$ cat config.mk
export PLATFORM = sky130hd
export DESIGN_NAME = ifu_fetch
export DESIGN_NICKNAME = d
export VERILOG_FILES = /design/src/rtl/ifu_fetch.sv
export SDC_FILE = /design/constraint.sdc
export NUM_CORES = 1
export LEC_CHECK = 0
export CORE_MARGIN = 4
export CORE_UTILIZATION = 54
export DETAILED_ROUTE_END_ITERATION = 16
export PLACE_DENSITY = 0.79
export RECOVER_POWER = 100
export SLEW_MARGIN = 0
export SYNTH_ARGS = -nofsm -noshare
export SYNTH_HDL_FRONTEND = slang
export SYNTH_SLANG_ARGS = --single-unit
$ cat constraint.sdc
create_clock -name clk -period 3.3 [get_ports clk]
set_input_delay 0.33 -clock clk [delete_from_list [all_inputs] [get_ports clk]]
set_output_delay 0.33 -clock clk [all_outputs]
set_load 0.03 [all_outputs]
$ cat src/rtl/ifu_fetch.sv
`timescale 1ns/1ps
// ifu_fetch -- instruction fetch unit with a small in-order fetch queue.
//
// Fetches sequential 32-bit words from an instruction memory that answers
// combinationally in the request cycle, buffers {pc, insn} pairs in a FIFO
// and presents the oldest entry downstream with a valid/ready handshake.
// A redirect flushes the queue and restarts fetch at a new address.
//
// Optional feature (macro IFU_MISALIGN_CHECK_EN):
//   defined   - a redirect to a non word-aligned address parks the unit in
//               FAULT (o_fetch_fault=1, no fetches) until an aligned redirect
//               or reset.
//   undefined - redirect address bits [1:0] are ignored; o_fetch_fault is 0.
//
// Parameters:
//   RESET_VECTOR    first fetch address after reset
//   FIFO_DEPTH      fetch-queue entries (power of two, >= 2)
// Ports:
//   clk, rst                 clock, synchronous active-high reset
//   o_ic_pc, o_ic_en         fetch address and request strobe
//   i_ic_insn, i_ic_valid    returned instruction word and its valid
//   i_redirect(_addr)        flush and restart fetch at a new address
//   o_insn, o_pc, o_valid    queue head; popped when o_valid && i_ready
//   i_ready                  downstream accepts the head
//   o_fetch_fault            misaligned-redirect fault indication
module ifu_fetch #(
    parameter logic [31:0] RESET_VECTOR = 32'h0000_0000,
    parameter int unsigned FIFO_DEPTH   = 4
) (
    input  logic        clk,
    input  logic        rst,
    output logic [31:0] o_ic_pc,
    output logic        o_ic_en,
    input  logic [31:0] i_ic_insn,
    input  logic        i_ic_valid,
    input  logic        i_redirect,
    input  logic [31:0] i_redirect_addr,
    output logic [31:0] o_insn,
    output logic [31:0] o_pc,
    output logic        o_valid,
    input  logic        i_ready,
    output logic        o_fetch_fault
);

    localparam int PTR_W = $clog2(FIFO_DEPTH);
    localparam int CNT_W = PTR_W + 1;
    localparam logic [CNT_W-1:0] DEPTH_C = CNT_W'(FIFO_DEPTH);

    typedef enum logic [1:0] {INIT, FETCH, FULL, FAULT} state_t;

    state_t             state, state_d;
    logic [31:0]        pc, pc_d;
    logic [CNT_W-1:0]   count, count_d;
    logic [PTR_W-1:0]   rd_ptr, rd_ptr_d;
    logic [PTR_W-1:0]   wr_ptr, wr_ptr_d;
    logic               push, pop;
    logic               redir_misaligned;
    logic [31:0]        redir_pc;

    logic [31:0]        q_pc   [FIFO_DEPTH];
    logic [31:0]        q_insn [FIFO_DEPTH];

    // The stored address is always word aligned; the low bits only matter
    // for deciding whether a fault is raised.
    assign redir_pc = i_redirect_addr & 32'hFFFF_FFFC;
`ifdef IFU_MISALIGN_CHECK_EN
    assign redir_misaligned = (i_redirect_addr[1:0] != 2'b00);
    assign o_fetch_fault    = (state == FAULT);
`else
    assign redir_misaligned = 1'b0;
    assign o_fetch_fault    = 1'b0;
`endif

    // Head of queue is a combinational read of registered storage, so it is
    // stable while the head is not popped. Zeroed when empty so nothing stale
    // leaks out after reset or a flush.
    assign o_valid = (count != '0);
    assign o_pc    = o_valid ? q_pc[rd_ptr]   : 32'h0;
    assign o_insn  = o_valid ? q_insn[rd_ptr] : 32'h0;
    assign o_ic_pc = pc;

    always_comb begin
        state_d  = state;
        pc_d     = pc;
        count_d  = count;
        rd_ptr_d = rd_ptr;
        wr_ptr_d = wr_ptr;
        // Fetch eligibility uses the registered count only: a pop in this
        // cycle frees a slot for the next cycle, not this one. A redirect
        // suppresses the request in its own cycle.
        o_ic_en  = (state == FETCH) && (count < DEPTH_C) && !i_redirect;
        push     = o_ic_en && i_ic_valid;
        pop      = o_valid && i_ready && !i_redirect;

        if (i_redirect) begin
            pc_d     = redir_pc;
            count_d  = '0;
            rd_ptr_d = '0;
            wr_ptr_d = '0;
            state_d  = redir_misaligned ? FAULT : FETCH;
        end else begin
            if (push) begin
                pc_d     = pc + 32'd4;
                wr_ptr_d = wr_ptr + PTR_W'(1);
            end
            if (pop) begin
                rd_ptr_d = rd_ptr + PTR_W'(1);
            end
            case ({push, pop})
                2'b10:   count_d = count + CNT_W'(1);
                2'b01:   count_d = count - CNT_W'(1);
                default: count_d = count;
            endcase
            case (state)
                INIT:        state_d = FETCH;
                FETCH, FULL: state_d = (count_d == DEPTH_C) ? FULL : FETCH;
                FAULT:       state_d = FAULT;
                default:     state_d = INIT;
            endcase
        end
    end

    always_ff @(posedge clk) begin
        if (rst) begin
            state  <= INIT;
            pc     <= RESET_VECTOR;
            count  <= '0;
            rd_ptr <= '0;
            wr_ptr <= '0;
        end else begin
            state  <= state_d;
            pc     <= pc_d;
            count  <= count_d;
            rd_ptr <= rd_ptr_d;
            wr_ptr <= wr_ptr_d;
        end
    end

    // Queue storage carries no reset; occupancy is tracked by count alone.
    always_ff @(posedge clk) begin
        if (push && !rst) begin
            q_pc[wr_ptr]   <= pc;
            q_insn[wr_ptr] <= i_ic_insn;
        end
    end

endmodule

Yosys cells after proc, flatten, opt, wreduce, memory -nomap -nowiden
Memory sizes are Yosys's and may differ from the RTL's. A register that Yosys moved wholly into a read port is not among the register bits.
Index checks and enable logic that the tools add are counted.
- bits in registers: 41
- bits in writable memories: 256
- input port bits: 69
- output and inout bits: 99
- word-level logic and storage cells: 49
- memories kept: 2
- add/subtract/negate cells: 5
- order comparisons: 1
- eq/ne operators: 6
- multiplexer cells: 15
- reductions and logical operators: 13
- memory list (memory ; depth ; bits a word ; read ports ; clocked after Yosys merged registers in ; write ports ; line ; text):
    q_insn ; 4 ; 32 ; 1 ; 1 ; 1 ; 61 ; logic [31:0] q_insn [FIFO_DEPTH];
    q_pc ; 4 ; 32 ; 1 ; 1 ; 1 ; 60 ; logic [31:0] q_pc [FIFO_DEPTH];
- operator list (kind ; number):
    32-bit 2-to-1 mux ; 4
    32-bit by 3-bit adder with 32-bit output (second input constant) ; 1
    2-bit 2-to-1 mux ; 5
    2-bit equality test (second input constant) ; 3
    1-bit logical AND ; 6
    2-bit case mux with 3 select lines ; 1
    3-bit case mux with 2 select lines ; 1
    2-bit by 1-bit adder with 2-bit output (second input constant) ; 2
    2-bit by 1-bit equality test with 1-bit output (second input constant) ; 2
    2-bit OR reduction ; 2
    3-bit by 1-bit adder with 3-bit output (second input constant) ; 1
    3-bit equality test (second input constant) ; 1
    3-bit < comparator (second input constant) ; 1
    1-bit 2-to-1 mux ; 3
    3-bit 2-to-1 mux ; 1
    3-bit nonzero test ; 1
    3-bit by 1-bit subtractor with 3-bit output (second input constant) ; 1
    1-bit zero test ; 2
    2-bit zero test ; 1
    2-bit nonzero test ; 1

Longest topological paths before layout
Gate-level depths: netlist of run 1.
- depth after elaboration: 11
- gate-level depth with buffers: 12
- depth with buffers taken out: 11

Least setup slack after synthesis of run 1
No wires, ideal clock.
- path kind: register -> register
- from: register state[1]
- to: memory q_insn[0][0], enable pin
- library setup time: 0.427 ns
- arrival time: 2.487 ns
- data required time: 2.873 ns
- slack: 0.387 ns
- stages on the path, launching flop included: 7
- buffers on the path: 1
- period minus slack after synthesis: 2.913 ns
- cells stage by stage: dfxtp_1 inv_1 ha_1 nand4bb_1 buf_2 nor2_1 and2_1
- longest elaborated chain between the ends: 7
- RTL lines (item ; line ; text):
    start, declared ; 51 ; state_t state, state_d;
    start signal, assigned ; 131 ; state <= state_d;
    2-bit by 1-bit equality test with 1-bit output ; 91 ; o_ic_en = (state == FETCH) && (count < DEPTH_C) && !i_redirect;
    1-bit logical AND (2 in a row) ; 91 ;
    1-bit logical AND ; 92 ; push = o_ic_en && i_ic_valid;
    1-bit logical AND ; 141 ; if (push && !rst) begin
    1-bit 2-to-1 mux ; 141 ;
    1-bit 2-to-1 mux (implied by the code) ; 143 ; q_insn[wr_ptr] <= i_ic_insn;
    end, declared ; 61 ;
Every way passes these cells.

==> impl_metrics.ini, run 1 <==
[clock_network]
tritoncts = done
cts_hold_buf = 0
worstSkewPairLatency_ns = 0.52
clock_path_buffers = 3
cts_made_buffers = 29
root_buffer = clkbuf_16
cts_setup_buffers = 0
clk_pin_slew_ns = 0.06
cts.repair.resized = 0
cts_max_level = 1
clock-sinks = 289

[global_route]
grt_max_degree = 64
antenna_found_initial = 1
grt_overflow = 0
grtUsageTotal_pct = 20.4
grt_pass1_vias = 7014
grt_pass1_wl_um = 38900

[run]
cap_violations = 0

[cells_and_area]
layout.cells.non_filler = 1160
syn2layout_area_growth_pct = 23.6
drive_gt1_share_pct = 14.9
final_util_pct = 68.6
final_nets = 943
diodes = 0
design_area_um2 = 14600
n_fill_cell = 1398
multi_input_area_um2 = 3250
regArea_um2 = 8280

[timing]
fin_crit_ns = 3.09
setup_viol = 0
slew_headroom_pct = 32.0
finalHoldViolations = 0
fmax_mhz = 324
rsz0062_at_grt = no
skew_ns = 0.0104
worstMarginPinSlew_ns = 1.01
fin_setup_tns_ns = 0
fin_crit_sh_pct = 93.6
final_max_slew_viol_count = 0

[yosys]
synthesis.area_um2 = 11800
yosys.area.top_type_share_pct = 63.1
ys.flop_type = edfxtp_1
synth_most_common_cell = edfxtp_1
synth-seq-cells = 289
ys_types = 51
synth_warnings = 0
postSynthAreaPerCell_um2 = 17.0
synth_area_leaders = edfxtp_1 (63%), mux4_2 (12%), dfxtp_1 (6.9%)
synthCells = 693
synthArstFlopShare_pct = 0
synth_edf_count = 248
netlist_top_cells_count = edfxtp_1 (248), nor2b_1 (67), mux4_2 (62)
yosys.area.top_type = edfxtp_1
yosysSeqAreaShare_pct = 70.0

[place]
io_buffers = 160
place_congestion = 0.828
dpl.cell_count = 1108
post_dp_cell_area_um2 = 13800
place_hpwl_um = 15900

[route]
viasPerCell = 5.76
first_pass_iters = 5
finalWirelength_um = 24800
via_count = 6684
drt_iter0_drc = 448
ant_nets = 0
drc_errors = 0
wire_per_inst_um = 21.3

[setup_path]
path_cells = buf_12, mux4_2, nor2b_1, dlygate4sd3_1
crit_slowest_cell = dlygate4sd3_1
path_class = reg -> out
cp_max_fo = 25
worst-path-buf-inv = 2
crit_path_end_kind = output pin
start_kind = register
max_stage_delay_ns = 0.74
arrival_ns = 2.76
cp_top_family = buffers and inverters
cp.required_ns = 2.97

[hold_path]
hp-class = in -> reg

[pwr]
ir_drop_mv = 0.361
finalPower_mw = 7.51
p_per_area_nw_per_um2 = 514
leakagePower_nw = 4.99

[floorplanning]
fp.dieH_um = 156
dieArea_um2 = 24300
coreArea_um2 = 21300
dieWidth_um = 156
ioPinCount = 168
rows = 53
initial_core_util_pct = 55.5

[status]
status = finished, final reports clean
-- state kept, by name, indices dropped and copies added (netlist names), named ones only --
name,count
count,3
o_ic_pc,30
q_insn,128
q_pc,120
rd_ptr,2
state,2
wr_ptr,2
-- logic make-up (layout without fill, tap and decap cells) --
family | count (synthesis) | in the layout | synth area share (%)
multiplexers | 65 | 65 | 12.1
other | 1 | 5 | 0.0318
flip-flops | 289 | 289 | 70.0
XOR/XNOR | 31 | 31 | 2.42
AO/OA/AOI/OAI | 53 | 53 | 2.68
AND/OR/NAND/NOR | 180 | 180 | 9.29
adder cells (fa/ha/maj) | 10 | 10 | 1.12
buffers and inverters | 64 | 252 | 2.37
-- power breakdown --
| group | switching (mW) | leakage (nW) | internal (mW) |
|---|---|---|---|
| Combinational | 0.215 | 1.96 | 0.175 |
| Clock | 1.28 | 0.422 | 1.76 |
| Sequential | 0.0696 | 2.61 | 4.01 |
-- layout by cell type (no fill, tap or decap), types with 22 or more instances in the layout --
master,count
nor2b_1,67
a21oi_1,26
dfxtp_1,39
clkbuf_16,29
inv_1,24
nor2_1,22
clkdlybuf4s50_1,36
dlygate4sd3_1,123
mux4_2,62
edfxtp_1,248
-- final timing paths --
kind | from | end | slack [ns] | cells after the start
setup reg to reg | state[1] | q_insn[0][16] | 0.28 | 7
setup / recovery | register | o_insn[24] | 0.21 | 4
hold reg to reg | rd_ptr[1] | rd_ptr[1] | 0.54 | 2
hold / removal | i_redirect | o_ic_pc[18] | 0.15 | 2
-- through the flow --
step | worst slack [ns] | hold slack [ns]
global placement | 0.578 | 0.498
global route | 0.0644 | 0.148
floorplan | 0.387 | 0.429
finish | 0.211 | 0.152
CTS | 0.227 | 0.127
detailed placement | 0.491 | 0.533
-- layer usage --
layer | track usage [%] | share of wire, % | vias to the layer above | wire length [um]
met1 | 29.7 | 43 | 3380 | 10600
met3 | 3.13 | 7.0 | 35 | 1740
met5 | 0 | 0.069 | - | 17
li1 | - | - | 2998 | -
met2 | 33.5 | 49 | 269 | 12000
met4 | 4.21 | 1.4 | 2 | 344
-- cell type report --
| class | count | share of cell area (%) |
|---|---|---|
| Clock inverter | 17 | 0.951 |
| Clock buffer | 35 | 5.12 |
| Inverter | 24 | 0.617 |
| Timing Repair Buffer | 176 | 12.0 |
| Multi-Input combinational cell | 344 | 22.3 |
| Sequential cell | 289 | 56.7 |
| Tap cell | 275 | 2.36 |
(Power assumes the default switching activity.)
==> run 2, diff against run 1 <==
--- a/config.mk
+++ b/config.mk
@@ -5,10 +5,10 @@
 export SDC_FILE = /design/constraint.sdc
 export NUM_CORES = 1
 export LEC_CHECK = 0
+export ABC_AREA = 0
 export CORE_MARGIN = 4
-export CORE_UTILIZATION = 54
+export CORE_UTILIZATION = 40
 export DETAILED_ROUTE_END_ITERATION = 16
-export PLACE_DENSITY = 0.79
 export RECOVER_POWER = 100
 export SLEW_MARGIN = 0
 export SYNTH_ARGS = -nofsm -noshare
==> impl_metrics.ini, run 2 (synthesis results as in run 1) <==
[setup_path]
arrival_ns = 2.82
r2r_cells = 5
cp_max_fo = 19
crit_path_end_kind = output pin
r2r_slack_ns = 0.31
start_kind = register
cp.required_ns = 2.97
timing.rr.end = q_pc[3][4]
path_class = reg -> out
rr_startpoint = state[0]

[route]
wl_met3_um = 1540
drc_errors = 0
route.met2.wl_um = 11800
drt_iter0_drc = 439
first_pass_iters = 4
finalWirelength_um = 25600
maxUsedRoutingLayer = met4
ant_nets = 0
wl_met1_um = 12000
wire_per_inst_um = 20.0
via_count = 6471
viasPerCell = 5.06

[global_route]
grtUsageTotal_pct = 15.7
antenna_found_initial = 0
grt_pass1_vias = 6868
grt_pass1_wl_um = 40700
grt_overflow = 0
grt_max_degree = 64

[timing]
fin_setup_tns_ns = 0
setup_viol = 0
fin_crit_sh_pct = 95.6
setup_ws_ns = 0.145
skew_ns = 0.0103
rsz0062_at_grt = no
final_max_slew_viol_count = 0
slew_headroom_pct = 18.0
finalHoldViolations = 0
worstMarginPinSlew_ns = 1.23
fin_crit_ns = 3.15
fmax_mhz = 317

[place]
place_congestion = 0.749
post_dp_cell_area_um2 = 14000
place_hpwl_um = 16400
pre_cts_ws_ns = 0.478
io_buffers = 160

[cells_and_area]
syn2layout_area_growth_pct = 26.1
n_fill_cell = 2381
final_common_cell = edfxtp_1
largest_register_ff_count = 128
final_nets = 950
drive_gt1_share_pct = 15.3
final_util_pct = 51.5
regArea_um2 = 8280
mostFrequentLayoutCells = edfxtp_1 (248), dlygate4sd3_1 (107), nor2b_1 (67), mux4_2 (62), clkdlybuf4s50_1 (52)
diodes = 0
design_area_um2 = 14900
multi_input_area_um2 = 3250
largest-register = q_insn

[floorplanning]
coreArea_um2 = 28900
dieWidth_um = 180
ioPinCount = 168
dieArea_um2 = 32300
fp.dieH_um = 180
rows = 62
initial_core_util_pct = 40.8

[hold_path]
min_to = o_ic_pc[9]
hp-class = in -> reg
worstHoldPathCells = 2
hp-start = i_redirect

[pwr]
leakagePower_nw = 5.02
ir_drop_mv = 0.366
finalPower_mw = 7.82
p_per_area_nw_per_um2 = 525

[clock_network]
root_buffer = clkbuf_16
tritoncts = done
cts.repair.resized = 0
cts_made_buffers = 31
worstSkewPairLatency_ns = 0.54
cts_hold_buf = 0
clock-sinks = 289
clk_pin_slew_ns = 0.06
clock_path_buffers = 3
cts_setup_buffers = 0
cts_max_level = 1

[run]
cap_violations = 0

[status]
status = finished, final reports clean
-- run 2: cell types whose count changed in the layout (fill, tap and decap cells not counted), moves of 3 or more --
cell,change
dlygate4sd3_1,-16
clkbuf_1,+4
clkdlybuf4s50_1,+16
clkbuf_8,+3
clkinv_2,+4
and2_1,+3
-- run 2: metrics by stage --
step,hold WS (ns),std cells
after CTS,0.150,1279
after detailed placement,0.493,1222
final,0.180,1279
after global routing,0.184,1279
after floorplan,0.429,697
after global placement,0.484,1222
-- run 2: critical path: stages (launching register included) --
cell           delay (ns)
dfxtp_4              0.61
buf_12               0.26
mux4_2               0.51
nor2b_1              0.16
dlygate4sd3_1        0.74
-- run 2: final cells by class --
cell class / instances / area share, %
flip-flops and latches: 289 / 55.6
multi-input cells: 344 / 21.8
repair buffers: 181 / 12.1
clock buffers: 40 / 5.64
well taps: 384 / 3.23
clock inverters: 17 / 1.05
inverters: 24 / 0.605
-- run 2: power by group --
part | leakage (nW) | total [mW] | switching, mW | internal, mW
registers | 2.61 | 4.08 | 0.0723 | 4.01
clock network | 0.492 | 3.34 | 1.33 | 2.01
logic | 1.92 | 0.393 | 0.215 | 0.178
total | 5.02 | 7.82 | 1.62 | 6.20
-- run 2: how the worst max path moves through the flow --
stage               startpoint      endpoint  slack, ns
floorplan             state[1]  q_insn[0][0]       0.39
global placement       i_ready      state[1]       0.51
detailed placement     i_ready      state[1]       0.48
CTS                   register      o_pc[22]       0.09
global route          register     o_insn[6]       0.01
finish                register       o_pc[3]       0.15
-- run 2: metal layers --
layer | global-route usage (%) | vias up
li1 | - | 3007
met1 | 23.0 | 3233
met2 | 24.9 | 199
met5 | 0 | -
met4 | 2.62 | 0
met3 | 3.03 | 32
